$ cat src/rtl/bist_controller.sv
// BIST sequencer: clears the MISR, runs the pattern generator for NUM_PATTERNS cycles,
// then latches the final signature and grades it against GOLDEN_SIG.
module bist_controller #(
   parameter int unsigned NUM_PATTERNS = 8,
   parameter logic [3:0]  GOLDEN_SIG   = 4'h6
) (
   input  logic       clock,
   input  logic       reset,
   input  logic       start,
   input  logic       abort,
   input  logic [3:0] signature,
   output logic       test_mode,
   output logic       tpg_load,
   output logic       tpg_enable,
   output logic       ora_reset_n,
   output logic [7:0] pattern_count,
   output logic [3:0] sig_captured,
   output logic       busy,
   output logic       done,
   output logic       pass,
   output logic       fail
);

   typedef enum logic [2:0] {
      IDLE    = 3'd0,
      CLEAR   = 3'd1,
      RUN     = 3'd2,
      COMPARE = 3'd3,
      DONE    = 3'd4
   } state_t;

   // Count value seen during the final RUN cycle; the exit edge brings it to NUM_PATTERNS.
   localparam logic [7:0] LAST_COUNT = 8'(NUM_PATTERNS - 1);

   state_t state;

   // NOTE: every register here, including the captured signature, gets an explicit async
   // reset value; non-blocking (<=) assignments keep all of them updating from pre-edge values.
   always_ff @(posedge clock or negedge reset) begin
      if (!reset) begin
         state         <= IDLE;
         pattern_count <= 8'd0;
         sig_captured  <= 4'd0;
         pass          <= 1'b0;
         fail          <= 1'b0;
      end else if (abort) begin
         // Abort outranks start in every state; the last captured signature is kept.
         state         <= IDLE;
         pattern_count <= 8'd0;
         pass          <= 1'b0;
         fail          <= 1'b0;
      end else begin
         unique case (state)
            IDLE: begin
               if (start) state <= CLEAR;
            end
            CLEAR: begin
               pattern_count <= 8'd0;
               state         <= RUN;
            end
            RUN: begin
               pattern_count <= pattern_count + 8'd1;
               if (pattern_count == LAST_COUNT) state <= COMPARE;
            end
            COMPARE: begin
               sig_captured <= signature;
               pass         <= (signature == GOLDEN_SIG);
               fail         <= (signature != GOLDEN_SIG);
               state        <= DONE;
            end
            DONE: begin
               if (start) begin
                  pass  <= 1'b0;
                  fail  <= 1'b0;
                  state <= CLEAR;
               end
            end
            default: state <= IDLE;
         endcase
      end
   end

   // Moore decode straight from the state register.
   assign test_mode   = (state == CLEAR) || (state == RUN) || (state == COMPARE);
   assign tpg_load    = (state == CLEAR);
   assign tpg_enable  = (state == RUN);
   assign ora_reset_n = (state != CLEAR);
   assign busy        = (state == CLEAR) || (state == RUN) || (state == COMPARE);
   assign done        = (state == DONE);

endmodule

$ cat config.mk
export PLATFORM = sky130hd
export DESIGN_NAME = bist_controller
export DESIGN_NICKNAME = d
export VERILOG_FILES = /design/src/rtl/bist_controller.sv
export SDC_FILE = /design/constraint.sdc
export NUM_CORES = 1
export LEC_CHECK = 0
export BUFFER_PORTS_ARGS = -buffer_cell sky130_fd_sc_hd__buf_2
export CAP_MARGIN = 0
export CORE_MARGIN = 1
export CORE_UTILIZATION = 49
export CTS_CLUSTER_DIAMETER = 150
export DETAILED_ROUTE_END_ITERATION = 6
export PLACE_DENSITY = 0.77
export SYNTH_ARGS = -nofsm -noshare
export SYNTH_HDL_FRONTEND = slang
export SYNTH_SLANG_ARGS = --single-unit
export TNS_END_PERCENT = 50
$ cat constraint.sdc
create_clock -name clock -period 2.05 [get_ports clock]
set_clock_uncertainty 0.15 [all_clocks]
set_input_delay 0.41 -clock clock [delete_from_list [all_inputs] [get_ports clock]]
set_output_delay 0.41 -clock clock [all_outputs]
set_load 0.02 [all_outputs]
==> results.yml, run 1 <==
routing:
  detail_route.drc_violations: 0
  drt_pre_antenna_iters: 4
  viasPerCell: 5.567
  ant_nets: 0
  drt_first_iter_violations: 8
  number_of_vias_in_the_routed_layout: 785
  wire_per_inst_um: 14.30
  post_route_wl_mm: 2.017
layout:
  number_of_inserted_diodes: 0
  final_cell_mix: "27 x sky130_fd_sc_hd__buf_2, 17 x sky130_fd_sc_hd__dfrtp_1, 6 x sky130_fd_sc_hd__inv_1, 6 x sky130_fd_sc_hd__mux2_2"
  fillers: 165
  drive_above_1_share_pct: 40.52
  layout_overhead_on_the_synthesized_area_pct: 22.48
  final_common_cell: "sky130_fd_sc_hd__buf_2"
  finalCoreUtilization_pct: 64.44
  final_nets: 126
  finish.instance_area_sq_mm: 0.001125
worst_setup_path:
  worst_r2r_startpoint: "state[1]"
  max_stage_delay_ns: 0.39
  family_with_the_most_delay_on_the_worst_path: "buffers and inverters"
  slowest_stage: "sky130_fd_sc_hd__dfrtp_1"
  worst-r2r-cell-count: 3
  arrival_worst_endpoint_ns: 1.36
  crit_buf_inv: 2
  timing.critical_path.required_ns: 1.49
  timing.critical_path.from_type: "register"
  path_cells: "buf_4, nor3b_4, buf_2"
  path_class: "reg -> out"
  end_kind: "output pin"
  reg2reg_slack_ns: 0.20
  r2r_end: "pattern_count[6]"
  path_max_fanout: 9
logic_synthesis:
  synth_ff_type: "sky130_fd_sc_hd__dfrtp_1"
  synth.avg_cell_area_sq_um: 10.68
  yosys_register_bits: 17
  synth-edff-count: 0
  synth_cell_type_count: 36
  seq_area_frac_synth_pct: 46.32
  synth.yosys.warnings: 0
  synth-async-reset-ratio_pct: 100.0
  post_synth_inst_count: 86
  post_synth_instance_area_sq_um: 918.4
  syn_nets: 95
sta:
  fin_crit_period_ns: 1.924
  final_hold_viol_count: 0
  fin_tns_setup_ns: 0
  unrepaired_setup_endpoints_after_global_routing: "false"
  worst_slew_pin_slew_ns: 0.3961
  layout_worst_path_cycle_share_pct: 93.84
  timing.slew.headroom_pct: 73.59
  final-max-slew-violation-count: 0
  max_freq_mhz: 519.8
  report.final.setup_viol: 0
cts:
  cts_tree: "built"
  cts.htree.levels: 1
  cts_num_sinks: 17
  clock_slew_seen_by_the_registers_of_the_worst_setup_and_hold_paths_ns: 0.10
  tritoncts.num_buffers: 3
  clockBufferDepth: 2
  cts-root-buf: "sky130_fd_sc_hd__clkbuf_4"
  clock_latency_on_the_worst_skew_pair_ns: 0.30
  cts_setup_buffers: 0
floorplan:
  die-area_sq_mm: 0.002051
  starting_density_of_the_core_pct: 52.62
  die_w_um: 45.29
  core.rowCount: 15
  floorplan.die.height_um: 45.29
  io-pin-count: 28
  core_area_sq_mm: 0.001745
place:
  globalplace.congestion: 0.7649
  area_of_placed_instances_sq_mm: 0.001081
  port_buffers: 27
  post-dp-hpwl_mm: 1.456
grt:
  grtUsageTotal_pct: 21.01
  global_route.overflow_total: 0
  vias_in_the_first_global_route: 708
  grt_first_pass_wirelength_mm: 3.063
  grt_start_max_net_pins: 18
  grt_antenna_before_repair: 0
run:
  max_cap_check_violation_count: 0
pwr:
  peakVddDrop_v: 0.0006319
  p_leak_nw: 0.5574
  pwr_density_cell_mw_per_mm2: 678.6
  power_w: 0.0007634
min_path:
  min_delay_worst_endpoint: "sig_captured[3]"
  min_from: "signature[3]"
  hold-path-cell-count: 2
  worstHoldPathType: "in -> reg"
run_status:
  run_status: "finished clean"
## metal layers
| metal | vias to the layer above | part of all wire (%) | global-route usage [%] |
|---|---|---|---|
| met5 | - | 0 | 0 |
| met4 | 0 | 1.7 | 7.273 |
| met3 | 6 | 2.1 | 3.600 |
| met2 | 18 | 50 | 34.49 |
| met1 | 381 | 46 | 27.95 |
| li1 | 380 | - | - |
## cell usage after synthesis (2+ instances only)
cell type                  instances  share of area (%)
sky130_fd_sc_hd__buf_6             2                2.5
sky130_fd_sc_hd__a41oi_1           2                1.9
sky130_fd_sc_hd__and3b_1           2                1.9
sky130_fd_sc_hd__inv_1             6                2.5
sky130_fd_sc_hd__o211ai_1          5                4.1
sky130_fd_sc_hd__nor3b_1           2                1.6
sky130_fd_sc_hd__a31oi_1           2                1.4
sky130_fd_sc_hd__dfrtp_1          17                 46
sky130_fd_sc_hd__mux2_2            6                7.4
sky130_fd_sc_hd__a21oi_1           2                1.1
sky130_fd_sc_hd__or4_1             2                1.6
sky130_fd_sc_hd__nand3_1           3                1.6
sky130_fd_sc_hd__nor2_1            3                1.2
sky130_fd_sc_hd__nor3_1            4                2.2
sky130_fd_sc_hd__nand2_1           5                2.0
sky130_fd_sc_hd__clkbuf_1          3                1.2
## how the worst max path moves through the flow
stage | from | endpoint | slack (ns) | depth (start not counted)
global route | state[0] | done | 0.05 | 3
global placement | abort | pattern_count[6] | 0.20 | 4
CTS | state[0] | done | 0.06 | 3
detailed placement | abort | pattern_count[6] | 0.19 | 4
floorplan | abort | pattern_count[6] | 0.18 | 4
finish | state[0] | done | 0.13 | 3
## registers in the layout (all words and copies together), names as in the netlist
signal         count
fail               1
state              3
sig_captured       4
pattern_count      8
pass               1
## cell type report
cell class	instances	area (sq um)	share of cell area, %
Clock buffer	3	22.52	2.002
Clock inverter	1	5.005	0.4449
Inverter	6	22.52	2.002
Multi-Input combinational cell	56	435.4	38.71
Sequential cell	17	425.4	37.82
Tap cell	25	31.28	2.781
Timing Repair Buffer	33	182.7	16.24
## through the flow
stage          hold slack, ns  worst slack [ns]  std cells
2_1_floorplan        -0.03559            0.1831         86
3_3_place_gp           0.1964            0.2001        136
3_5_place_dp           0.2041            0.1899        136
4_1_cts                0.1981           0.06051        141
5_1_grt                0.1963           0.04737        141
6_report               0.2053            0.1263        141
## repair_timing
item / in CTS / in global routing
hold buffers: 1 / 0
gates resized for setup: 0 / 1
endpoints found under the setup margin: 0 / 1
hold endpoints to repair: 17 / 0
## where the power goes
group          switching, W  total [W]  leakage [nW]  internal [W]
clock network      0.000113   0.000186        0.0177     0.0000728
registers         0.0000197   0.000386         0.230      0.000366
logic              0.000115   0.000192         0.310     0.0000768
## cells by family (layout without fill, tap and decap cells)
logic type,Yosys count,in the layout,share of synthesized area [%]
buf+inv,13,43,7.493
xor+xnor,1,1,0.9539
compound gates,18,18,14.72
simple gates,29,29,20.71
mux,7,7,8.446
fa+ha+maj,1,1,1.362
flops,17,17,46.32
## worst reg2reg max path: cells and delay by family, from the launching register on
| family | cells | cell delay [ns] |
|---|---|---|
| and+or+nand+nor | 2 | 1.07 |
| AOI/OAI and AO/OA | 1 | 0.07 |
| DFF | 1 | 0.50 |
(Power assumes the default switching activity.)
==> inputs of run 2 (changes only) <==
Settings changed: CAP_MARGIN 0 to 20, CORE_UTILIZATION 49 to 44, PLACE_DENSITY 0.77 to 0.73.
Clock period 2.05 ns to 1.6 ns, I/O delays scaled along.
==> results.yml, run 2 (synthesis results as in run 1) <==
run_status:
  run_status: "finished with violations"
  violations: "negative setup slack"
cts:
  cts_num_sinks: 17
  clock_slew_seen_by_the_registers_of_the_worst_setup_and_hold_paths_ns: 0.10
  cts.htree.levels: 1
  cts_tree: "built"
  clockBufferDepth: 2
  cts-root-buf: "sky130_fd_sc_hd__clkbuf_4"
  clock_latency_on_the_worst_skew_pair_ns: 0.28
  tritoncts.num_buffers: 3
floorplan:
  die-area_sq_mm: 0.002274
  die_w_um: 47.69
  io-pin-count: 28
  starting_density_of_the_core_pct: 46.81
  core.rowCount: 16
  core_area_sq_mm: 0.001962
  floorplan.die.height_um: 47.69
pwr:
  p_leak_nw: 0.6570
  peakVddDrop_v: 0.0006392
  pwr_density_cell_mw_per_mm2: 783.0
routing:
  drt_pre_antenna_iters: 4
  drt_first_iter_violations: 13
  viasPerCell: 5.446
  wire_per_inst_um: 14.43
  number_of_vias_in_the_routed_layout: 855
  post_route_wl_mm: 2.266
  detail_route.drc_violations: 0
  ant_nets: 0
worst_setup_path:
  r2r_end: "pattern_count[7]"
  arrival_worst_endpoint_ns: 1.33
  timing.critical_path.required_ns: 1.13
  path_class: "reg -> out"
  reg2reg_slack_ns: -0.18
  path_max_fanout: 3
  max_stage_delay_ns: 0.45
  path_cells: "buf_6, nor3b_4, buf_6, buf_6"
  worst-r2r-cell-count: 4
  slowest_stage: "sky130_fd_sc_hd__dfrtp_1"
  end_kind: "output pin"
  worst_r2r_startpoint: "state[1]"
  critical-path-top-cell-by-count: "sky130_fd_sc_hd__buf_6"
  timing.critical_path.from_type: "register"
layout:
  finalCoreUtilization_pct: 67.79
  largest_register_ffs: 8
  final_common_cell: "sky130_fd_sc_hd__buf_2"
  drive_above_1_share_pct: 52.31
  final_cell_mix: "22 x sky130_fd_sc_hd__buf_2, 17 x sky130_fd_sc_hd__buf_4, 16 x sky130_fd_sc_hd__dfrtp_1"
  reg_top3: "pattern_count (8), sig_captured (4), state (3)"
  finish.instance_area_sq_mm: 0.001330
  max_flop_register: "pattern_count"
  final_nets: 140
  number_of_inserted_diodes: 0
  layout_overhead_on_the_synthesized_area_pct: 44.82
sta:
  final_hold_viol_count: 0
  final_critical_path_setup_slack_ns: -0.2016
  report.final.setup_viol: 18
  unrepaired_setup_endpoints_after_global_routing: "true"
  timing.slew.headroom_pct: 73.84
  max_freq_mhz: 555.1
  worst_slew_pin_slew_ns: 0.3924
  layout_worst_path_cycle_share_pct: 112.6
  holdWs_ns: 0.1243
  fin_crit_period_ns: 1.802
  final-max-slew-violation-count: 0
grt:
  grt_first_pass_wirelength_mm: 3.098
  global_route.overflow_total: 0
  grt_start_max_net_pins: 18
  grtUsageTotal_pct: 19.70
  grt_antenna_before_repair: 0
  vias_in_the_first_global_route: 678
min_path:
  min_from: "signature[2]"
  hold-path-cell-count: 2
  min_delay_worst_endpoint: "sig_captured[2]"
  worstHoldPathType: "in -> reg"
place:
  area_of_placed_instances_sq_mm: 0.001136
  port_buffers: 27
  preCtsSetupSlack_ns: -0.08680
  globalplace.congestion: 0.7653
  post-dp-hpwl_mm: 1.411
run:
  max_cap_check_violation_count: 0
==> run 2: cell types whose count changed in the layout (fill, tap and decap cells not counted), sizes merged <==
cell,delta
buf,+14
==> run 2: metal layers <==
layer  GRT usage [%]  wire length [um]  up-vias
li1                -                 -      407
met1           28.30               992      421
met2           30.00              1181       23
met3           2.264                68        4
met4           8.333                23        0
met5               0                 0        -
==> run 2: critical path: cells and delay by family, from the launching register on <==
family                 cells  cell delay, ns
DFF                        1            0.45
buffers and inverters      3            0.37
and+or+nand+nor            1            0.21
==> run 2: cell type report <==
type                            instances  area, sq um
Multi-Input combinational cell         56        493.0
Tap cell                               27        33.78
Clock buffer                            3        22.52
Sequential cell                        17        426.7
Fill cell                             159        631.9
Clock inverter                          1        5.005
Inverter                                6        22.52
Timing Repair Buffer                   47        326.6
==> run 2: how the worst max path moves through the flow <==
stage	from	endpoint	slack, ns	depth (start not counted)
after floorplan	state[0]	pattern_count[7]	-0.15	4
after global placement	abort	pattern_count[7]	-0.06	4
after detailed placement	state[1]	pattern_count[1]	-0.09	4
after CTS	state[1]	done	-0.19	4
after global routing	state[1]	done	-0.28	4
final	state[1]	done	-0.20	4
==> run 2: where the power goes <==
group          switching [W]  internal (W)
sequential         0.0000262      0.000470
combinational       0.000169      0.000148
clock               0.000135     0.0000928
==> run 2: metrics by stage <==
step / instances / TNS [ns] / total power (W)
floorplan: 86 / -0.6497 / 0.0006588
global placement: 145 / -0.4107 / 0.0007468
detailed placement: 145 / -0.5865 / 0.0007532
CTS: 154 / -1.649 / 0.001008
global route: 157 / -2.805 / 0.001098
finish: 157 / -1.708 / 0.001041
==> run 2: repair_timing <==
item                                    CTS  global route
buffers inserted                          4             3
hold endpoints to repair                 17             0
endpoints found under the setup margin   16            19
pin swaps                                 3             4
hold buffers                              1             0
resized for setup                        13            14
gates cloned                              0             0
==> inputs of run 3 (changes only) <==
Settings changed: RECOVER_POWER set to 25.
==> results.yml, run 3 (synthesis results as in run 1) <==
place:
  area_of_placed_instances_sq_mm: 0.001136
  globalplace.congestion: 0.7653
  post-dp-hpwl_mm: 1.411
  preCtsSetupSlack_ns: -0.08680
  port_buffers: 27
worst_setup_path:
  critical-path-top-cell-by-count: "sky130_fd_sc_hd__buf_6"
  end_kind: "output pin"
  family_with_the_most_delay_on_the_worst_path: "flip-flops"
  arrival_worst_endpoint_ns: 1.33
  path_cells: "buf_6, nor3b_4, buf_6, buf_6"
  path_max_fanout: 3
  crit_buf_inv: 3
  max_stage_delay_ns: 0.45
  timing.critical_path.required_ns: 1.13
  path_class: "reg -> out"
  timing.critical_path.from_type: "register"
  critical_path_depth: 4
  slowest_stage: "sky130_fd_sc_hd__dfrtp_1"
  worst-r2r-cell-count: 4
sta:
  timing.slew.headroom_pct: 70.82
  final-max-slew-violation-count: 0
  fin_crit_period_ns: 1.802
  max_freq_mhz: 555.0
  worst_slew_pin_slew_ns: 0.4376
  layout_worst_path_cycle_share_pct: 112.6
  report.final.setup_viol: 18
  final_hold_viol_count: 0
  unrepaired_setup_endpoints_after_global_routing: "true"
  fin_tns_setup_ns: -1.707
  final_critical_path_setup_slack_ns: -0.2017
floorplan:
  floorplan.die.height_um: 47.69
  io-pin-count: 28
  die_w_um: 47.69
  core.rowCount: 16
  core_area_sq_mm: 0.001962
  starting_density_of_the_core_pct: 46.81
  die-area_sq_mm: 0.002274
grt:
  grtUsageTotal_pct: 19.70
  grt_antenna_before_repair: 0
  grt_first_pass_wirelength_mm: 3.098
  global_route.overflow_total: 0
  vias_in_the_first_global_route: 678
  grt_start_max_net_pins: 18
cts:
  cts.htree.levels: 1
  cts-root-buf: "sky130_fd_sc_hd__clkbuf_4"
  clockBufferDepth: 2
  clock_latency_on_the_worst_skew_pair_ns: 0.29
  tritoncts.num_buffers: 3
  cts_num_sinks: 17
  clock_slew_seen_by_the_registers_of_the_worst_setup_and_hold_paths_ns: 0.10
  cts_tree: "built"
pwr:
  pwr_density_cell_mw_per_mm2: 782.7
  power_w: 0.001041
  peakVddDrop_v: 0.0006394
  p_leak_nw: 0.6572
routing:
  wire_per_inst_um: 14.43
  viasPerCell: 5.401
  met2RoutedLength_mm: 1.180
  route.met3.wl_um: 65
  topmost_layer_with_routed_signal_wires: "met4"
  ant_nets: 0
  route.layer.met1.wl_mm: 1.001
  drt_pre_antenna_iters: 4
  detail_route.drc_violations: 0
  post_route_wl_mm: 2.266
  drt_first_iter_violations: 13
  number_of_vias_in_the_routed_layout: 848
run_status:
  violations: "negative setup slack"
  run_status: "finished with violations"
layout:
  finish.instance_area_sq_mm: 0.001330
  max_flop_register: "pattern_count"
  fillers: 159
  reg_top3: "pattern_count (8), sig_captured (4), state (3)"
  layout_overhead_on_the_synthesized_area_pct: 44.82
  final_cell_mix: "21 x sky130_fd_sc_hd__buf_2, 17 x sky130_fd_sc_hd__buf_4, 16 x sky130_fd_sc_hd__dfrtp_1"
  number_of_inserted_diodes: 0
  final_nets: 140
  final_common_cell: "sky130_fd_sc_hd__buf_2"
  drive_above_1_share_pct: 52.31
  largest_register_ffs: 8
run:
  max_cap_check_violation_count: 0
min_path:
  hold-path-cell-count: 2
  worstHoldPathType: "in -> reg"
[run 3: worst register-to-register path, delay by kind of cell (launching register included)]
kind	cells	cell delay, ns
DFF	1	0.45
AOI/OAI and AO/OA	1	0.10
and+or+nand+nor	2	0.88
buffers and inverters	1	0.13
[run 3: path summary, 6_finish.rpt]
path                                  from               end  slack, ns
max in group asynchronous            reset          state[2]       0.62
hold / removal                signature[2]   sig_captured[2]       0.12
setup reg to reg                  state[1]  pattern_count[7]      -0.18
min in group asynchronous            reset              fail       0.35
hold reg to reg            sig_captured[2]   sig_captured[2]       0.36
setup / recovery                  state[1]              done      -0.20
[run 3: repair_timing]
action | in CTS | in global routing
hold endpoints to repair | 17 | 0
gates resized for setup | 13 | 14
gates cloned | 0 | 0
pin swaps | 3 | 4
hold buffers | 1 | 0
setup buffers | 4 | 3
setup endpoints to repair | 16 | 19
[run 3: routing by layer]
| layer | up-vias | global-route usage [%] |
|---|---|---|
| met1 | 418 | 28.30 |
| met5 | - | 0 |
| met2 | 20 | 30.00 |
| met3 | 2 | 2.264 |
| li1 | 408 | - |
| met4 | 0 | 8.333 |
[run 3: stage by stage]
stage               hold WS [ns]  util, %  cells
detailed placement        0.1171    57.91    145
finish                    0.1242    67.79    157
CTS                       0.1111    63.52    154
global route              0.1067    67.79    157
global placement          0.1100    57.91    145
floorplan                -0.1256        -     86
[run 3: area by class of cell]
type	count	area, sq um	share of cell area, %
Timing Repair Buffer	47	326.6	24.55
Tap cell	27	33.78	2.540
Clock inverter	1	5.005	0.3763
Multi-Input combinational cell	56	493.0	37.06
Inverter	6	22.52	1.693
Sequential cell	17	426.7	32.08
Clock buffer	3	22.52	1.693
[run 3: where the power goes]
part	switching, W	total (W)	internal (W)	leakage, nW
sequential	0.0000262	0.000496	0.000470	0.228
clock	0.000135	0.000228	0.0000928	0.0177
combinational	0.000169	0.000317	0.000148	0.411
